==> src/rtl/md_issue_ctrl.sv <==
// -----------------------------------------------------------------------------
// md_issue_ctrl
//
// Issue controller that sits between the D stage and the HI/LO multiply-divide
// unit. It launches MULT/MULTU/DIV/DIVU/MTHI/MTLO ops into the unit with a
// registered one-cycle start pulse. It stalls any further MD op, including
// HI/LO reads, until the unit is free again. It also keeps a saturating count
// of stalled cycles.
//
// Ports
//   clk        in   1   clock, rising edge
//   reset      in   1   asynchronous reset, active low
//   flush      in   1   kills the D-stage op presented this cycle
//   d_valid    in   1   D-stage instruction valid
//   d_op       in   3   op code (000 NONE, 001 MULT, 011 MULTU, 101 DIV,
//                       111 DIVU, 010 MTHI, 100 MTLO, 110 = NONE)
//   d_from     in   2   read request (01 HI, 10 LO, 00/11 none)
//   d_srcA     in  32   first operand / MTHI-MTLO data
//   d_srcB     in  32   second operand
//   md_busy    in   1   busy flag from the unit
//   stall      out  1   holds the D stage (combinational)
//   md_start   out  3   registered start code, non-zero only in LAUNCH
//   md_srcA    out 32   registered first operand
//   md_srcB    out 32   registered second operand
//   md_from    out  2   combinational read select to the unit
//   stall_cnt  out 16   saturating count of stalled cycles
// -----------------------------------------------------------------------------
module md_issue_ctrl (
  input  logic        clk,
  input  logic        reset,
  input  logic        flush,
  input  logic        d_valid,
  input  logic [2:0]  d_op,
  input  logic [1:0]  d_from,
  input  logic [31:0] d_srcA,
  input  logic [31:0] d_srcB,
  input  logic        md_busy,
  output logic        stall,
  output logic [2:0]  md_start,
  output logic [31:0] md_srcA,
  output logic [31:0] md_srcB,
  output logic [1:0]  md_from,
  output logic [15:0] stall_cnt
);

  typedef enum logic [1:0] {
    IDLE   = 2'd0,
    LAUNCH = 2'd1,
    BUSY   = 2'd2
  } state_t;

  state_t      state_reg, state_next;
  logic [2:0]  md_start_reg;
  logic [31:0] md_srca_reg;
  logic [31:0] md_srcb_reg;
  logic [15:0] stall_cnt_reg;

  // Code 110 and read select 11 are reserved and behave as "nothing".
  logic [2:0] op_code;
  logic [1:0] from_code;
  logic       is_md;
  logic       md_req;
  logic       accept;
  logic       launch;

  assign op_code   = (d_op == 3'b110) ? 3'b000 : d_op;
  assign from_code = (d_from == 2'b11) ? 2'b00 : d_from;
  assign is_md     = (op_code != 3'b000) || (from_code != 2'b00);
  assign md_req    = d_valid && is_md && !flush;

  assign stall  = md_req && (state_reg != IDLE);
  assign accept = md_req && !stall;
  // A write op takes priority over a read request in the same instruction.
  assign launch = accept && (op_code != 3'b000);

  // Reads are only ever accepted in IDLE, so HI/LO are already final.
  assign md_from = (accept && (op_code == 3'b000)) ? from_code : 2'b00;

  always_comb begin
    state_next = state_reg;
    case (state_reg)
      IDLE:    if (launch) state_next = LAUNCH;
      // md_start_reg still holds the launched code during LAUNCH; bit 0
      // marks the arithmetic ops that occupy the unit for several cycles.
      LAUNCH:  state_next = md_start_reg[0] ? BUSY : IDLE;
      BUSY:    if (!md_busy) state_next = IDLE;
      default: state_next = IDLE;
    endcase
  end

  always_ff @(posedge clk or negedge reset) begin
    if (!reset) begin
      state_reg     <= IDLE;
      md_start_reg  <= 3'b000;
      md_srca_reg   <= 32'd0;
      md_srcb_reg   <= 32'd0;
      stall_cnt_reg <= 16'd0;
    end else begin
      state_reg    <= state_next;
      // Start code is a single-cycle pulse; operands persist until the next launch.
      md_start_reg <= launch ? op_code : 3'b000;
      if (launch) begin
        md_srca_reg <= d_srcA;
        md_srcb_reg <= d_srcB;
      end
      if (stall && (stall_cnt_reg != 16'hFFFF)) begin
        stall_cnt_reg <= stall_cnt_reg + 16'd1;
      end
    end
  end

  assign md_start  = md_start_reg;
  assign md_srcA   = md_srca_reg;
  assign md_srcB   = md_srcb_reg;
  assign stall_cnt = stall_cnt_reg;

endmodule

==> config.mk <==
export PLATFORM = sky130hd
export DESIGN_NAME = md_issue_ctrl
export DESIGN_NICKNAME = d
export VERILOG_FILES = /design/src/rtl/md_issue_ctrl.sv
export SDC_FILE = /design/constraint.sdc
export NUM_CORES = 1
export LEC_CHECK = 0
export ABC_AREA = 1
export CAP_MARGIN = 20
export CORE_AREA = 2 2 125 78
export DETAILED_ROUTE_END_ITERATION = 16
export DIE_AREA = 0 0 127 80
export HOLD_SLACK_MARGIN = 0.15
export PLACE_DENSITY = 0.8
export SYNTH_ARGS = -nofsm -noshare
export SYNTH_HDL_FRONTEND = slang
export SYNTH_SLANG_ARGS = --single-unit
export TNS_END_PERCENT = 30
==> constraint.sdc <==
create_clock -name clk -period 1.6 [get_ports clk]
set_input_delay 0.32 -clock clk [delete_from_list [all_inputs] [get_ports clk]]
set_output_delay 0.32 -clock clk [all_outputs]
set_load 0.01 [all_outputs]
==> results_dict.tcl <==
set metrics [dict create \
    status "complete, but fails checks" \
    violations "setup timing" \
    yosysWarnings 0 \
    critPathMaxFanout 3 \
    first_pass_iters 4 \
    grt_usage_pct 21.14 \
    layout.nets 713 \
    synth.avg_cell_area_um2 8.406 \
    synth-seq-cells 85 \
    clk_pin_slew_worst_paths_ns 0.06 \
    vdd_drop_max_v 0.0006442 \
    vias 3513 \
    grt_start_max_net_pins 86 \
    routed_wl_um 10500 \
    grt-ovfl-total 0 \
    dp_hpwl_um 7650 \
    hold_viol 0 \
    final_antenna_net_count 0 \
    syn2layout_area_growth_pct 58.13 \
    ios 160 \
    holdWs_ns 0.2977 \
    clk_path_buf_depth 2 \
    drive_above_1_share_pct 11.88 \
    dieArea_um2 10160 \
    h-tree-depth 3 \
    fmax_ghz 0.6086 \
    viasPerCell 4.647 \
    grt_pass1_wl_um 16820 \
    io_buffer_count 159 \
    dp_slack_ns -0.8355 \
    first_global_vias 3488 \
    rsz0062_at_grt "yes" \
    cap_violations 0 \
    ys_seq_area_share_pct 55.74 \
    worstMarginPinSlew_ns 0.4498 \
    start_kind "primary input" \
    cellLeakagePower_nw 3.196 \
    max_slew_margin_pct 70.01 \
    worstSetupPathType "in -> out" \
    core_um2 8986 \
    setup_viol 2 \
    die_y_um 80 \
    drt_iter0_drc 132 \
    dieWidth_um 127 \
    numCtsBuffers 9 \
    drc 0 \
    critical-path-top-delay-family "buffers and inverters" \
    synth_cell_type_count 21 \
    wl_per_cell_um 13.89 \
    place_congestion 0.8367 \
    crit_buf_inv 3 \
    max_stage_delay_ns 0.24 \
    fin_crit_sh_pct 102.7 \
    p_per_area_nw_per_um2 1106 \
    synthCells 454 \
    antenna_found_initial 0 \
    nFillCells 722 \
    cts_tree "done" \
    finalPower_mw 6.673 \
    slew_viol_final 0 \
    fin_worst_skew_ns 0.005428 \
    antennaDiodeCount 0 \
    synth_nets 531 \
    hold_path.class "in -> reg" \
    clock_sinks 85 \
    crit_slowest_cell "ha_4" \
    cp_data_required_time_ns 1.28 \
    arrival_ns 1.32 \
    fin_util_pct 67.15 \
    crit_path_cell_trace "clkdlybuf4s15_2, inv_2, ha_4, nand3_4, nand4_1, nor2_1, buf_2" \
    fin_setup_tns_ns -0.05047 \
    clk-insertion-delay-late_ns 0.34 \
    post-route-min-period_ns 1.643 \
    syn_area_um2 3816 \
    cts_root_buf "clkbuf_16" \
    layout_setup_ws_ns -0.04322 \
    end_kind "primary output" \
    start_util_pct 42.47 \
    rows 27 \
]
-- cells in the mapped netlist --
cell	number	share of area [%]
o21ai_0	2	0.26
xor2_1	10	2.3
nor2_2	2	0.33
nand2_2	1	0.16
nand3_1	6	0.79
nand4_1	6	0.98
buf_2	7	0.92
a21oi_2	1	0.23
nand3_2	2	0.52
nand2_1	250	25
buf_4	3	0.59
inv_2	1	0.098
dfrtp_1	85	56
ha_1	3	0.98
o22ai_1	1	0.16
o21bai_1	16	3.1
inv_1	26	2.6
buf_6	7	2.1
nor2_4	2	0.59
nor2_1	21	2.1
nand3_4	2	0.92
-- power breakdown --
| part | total, mW | switching (mW) | leakage [nW] | internal (mW) |
|---|---|---|---|---|
| clock | 2.22 | 0.840 | 0.154 | 1.38 |
| combinational | 1.73 | 0.742 | 2.04 | 0.993 |
| sequential | 2.72 | 0.198 | 1.01 | 2.52 |
-- worst paths after layout --
path	start	endpoint	slack (ns)	depth (start not counted)
max in group asynchronous	reset	stall_cnt[13]$_DFFE_PN0P_	0.70	3
min in group asynchronous	reset	stall_cnt[10]$_DFFE_PN0P_	0.53	3
worst min-delay path	d_op[1]	md_start[1]$_DFF_PN0_	0.30	3
worst max register to register	state_reg[0]$_DFFE_PN0P_	md_srcB[26]$_DFFE_PN0P_	0.10	7
worst min register to register	md_srcB[28]$_DFFE_PN0P_	md_srcB[28]$_DFFE_PN0P_	0.48	2
worst max-delay path	d_from[0]	md_from[1]	-0.04	7
-- layout by cell type, fill, tap and decap left out, drive strengths merged --
cell type,n
inv,29
clkdlybuf4s15,2
bufinv,2
o21bai,16
o21ai,2
buf,33
a21oi,1
xor2,10
dfrtp,85
nand3,10
clkbuf,11
o22ai,1
clkinv,1
dlygate4sd3,1
dlymetal6s2s,9
clkdlybuf4s50,124
ha,3
nor2,25
dlygate4sd2,17
nand4,6
clkinvlp,1
nand2,251
-- through the flow --
stage | cell area [um2] | instances
6_report | 6035 | 756
5_1_grt | 6035 | 756
4_1_cts | 6000 | 755
3_5_place_dp | 5637 | 736
3_3_place_gp | 5637 | 736
2_1_floorplan | 3816 | 454
-- logic make-up after synthesis --
| kind of cell | synth area share [%] |
|---|---|
| flip-flops | 55.74 |
| AND/OR/NAND/NOR | 30.95 |
| XOR/XNOR | 2.295 |
| AO/OA/AOI/OAI | 3.804 |
| buffers and inverters | 6.229 |
| adder cells (fa/ha/maj) | 0.9837 |
-- per-layer routing --
| layer | GRT usage [%] | vias up | wire length [um] |
|---|---|---|---|
| met5 | 0 | - | 0 |
| met2 | 35.91 | 112 | 5037 |
| met3 | 5.362 | 11 | 603 |
| met1 | 27.20 | 1644 | 4743 |
| met4 | 5.714 | 0 | 114 |
| li1 | - | 1746 | - |
-- worst min-delay path: cells and delay by family --
family / cells / cell delay [ns]
buffers and inverters: 1 / 0.13
AND/OR/NAND/NOR: 1 / 0.05
AO/OA/AOI/OAI: 1 / 0.09
-- repair_timing --
| action | in CTS | in global routing |
|---|---|---|
| cloned | 0 | 0 |
| endpoints found under the hold margin | 85 | 0 |
| setup buffers | 3 | 1 |
| gates resized for setup | 52 | 21 |
| setup endpoints to repair | 100 | 44 |
| pin swaps | 8 | 6 |
| hold buffers | 1 | 0 |
-- area by class of cell --
type	count	area (um2)	share of cell area, %
clock buffers	9	225.2	3.732
clock inverters	6	96.34	1.597
inverters	27	101.3	1.679
multi-input cells	325	1506	24.96
flip-flops and latches	85	2130	35.29
well taps	116	145.1	2.405
repair buffers	188	1831	30.33
Note: power is estimated with default switching activity, not from simulation.
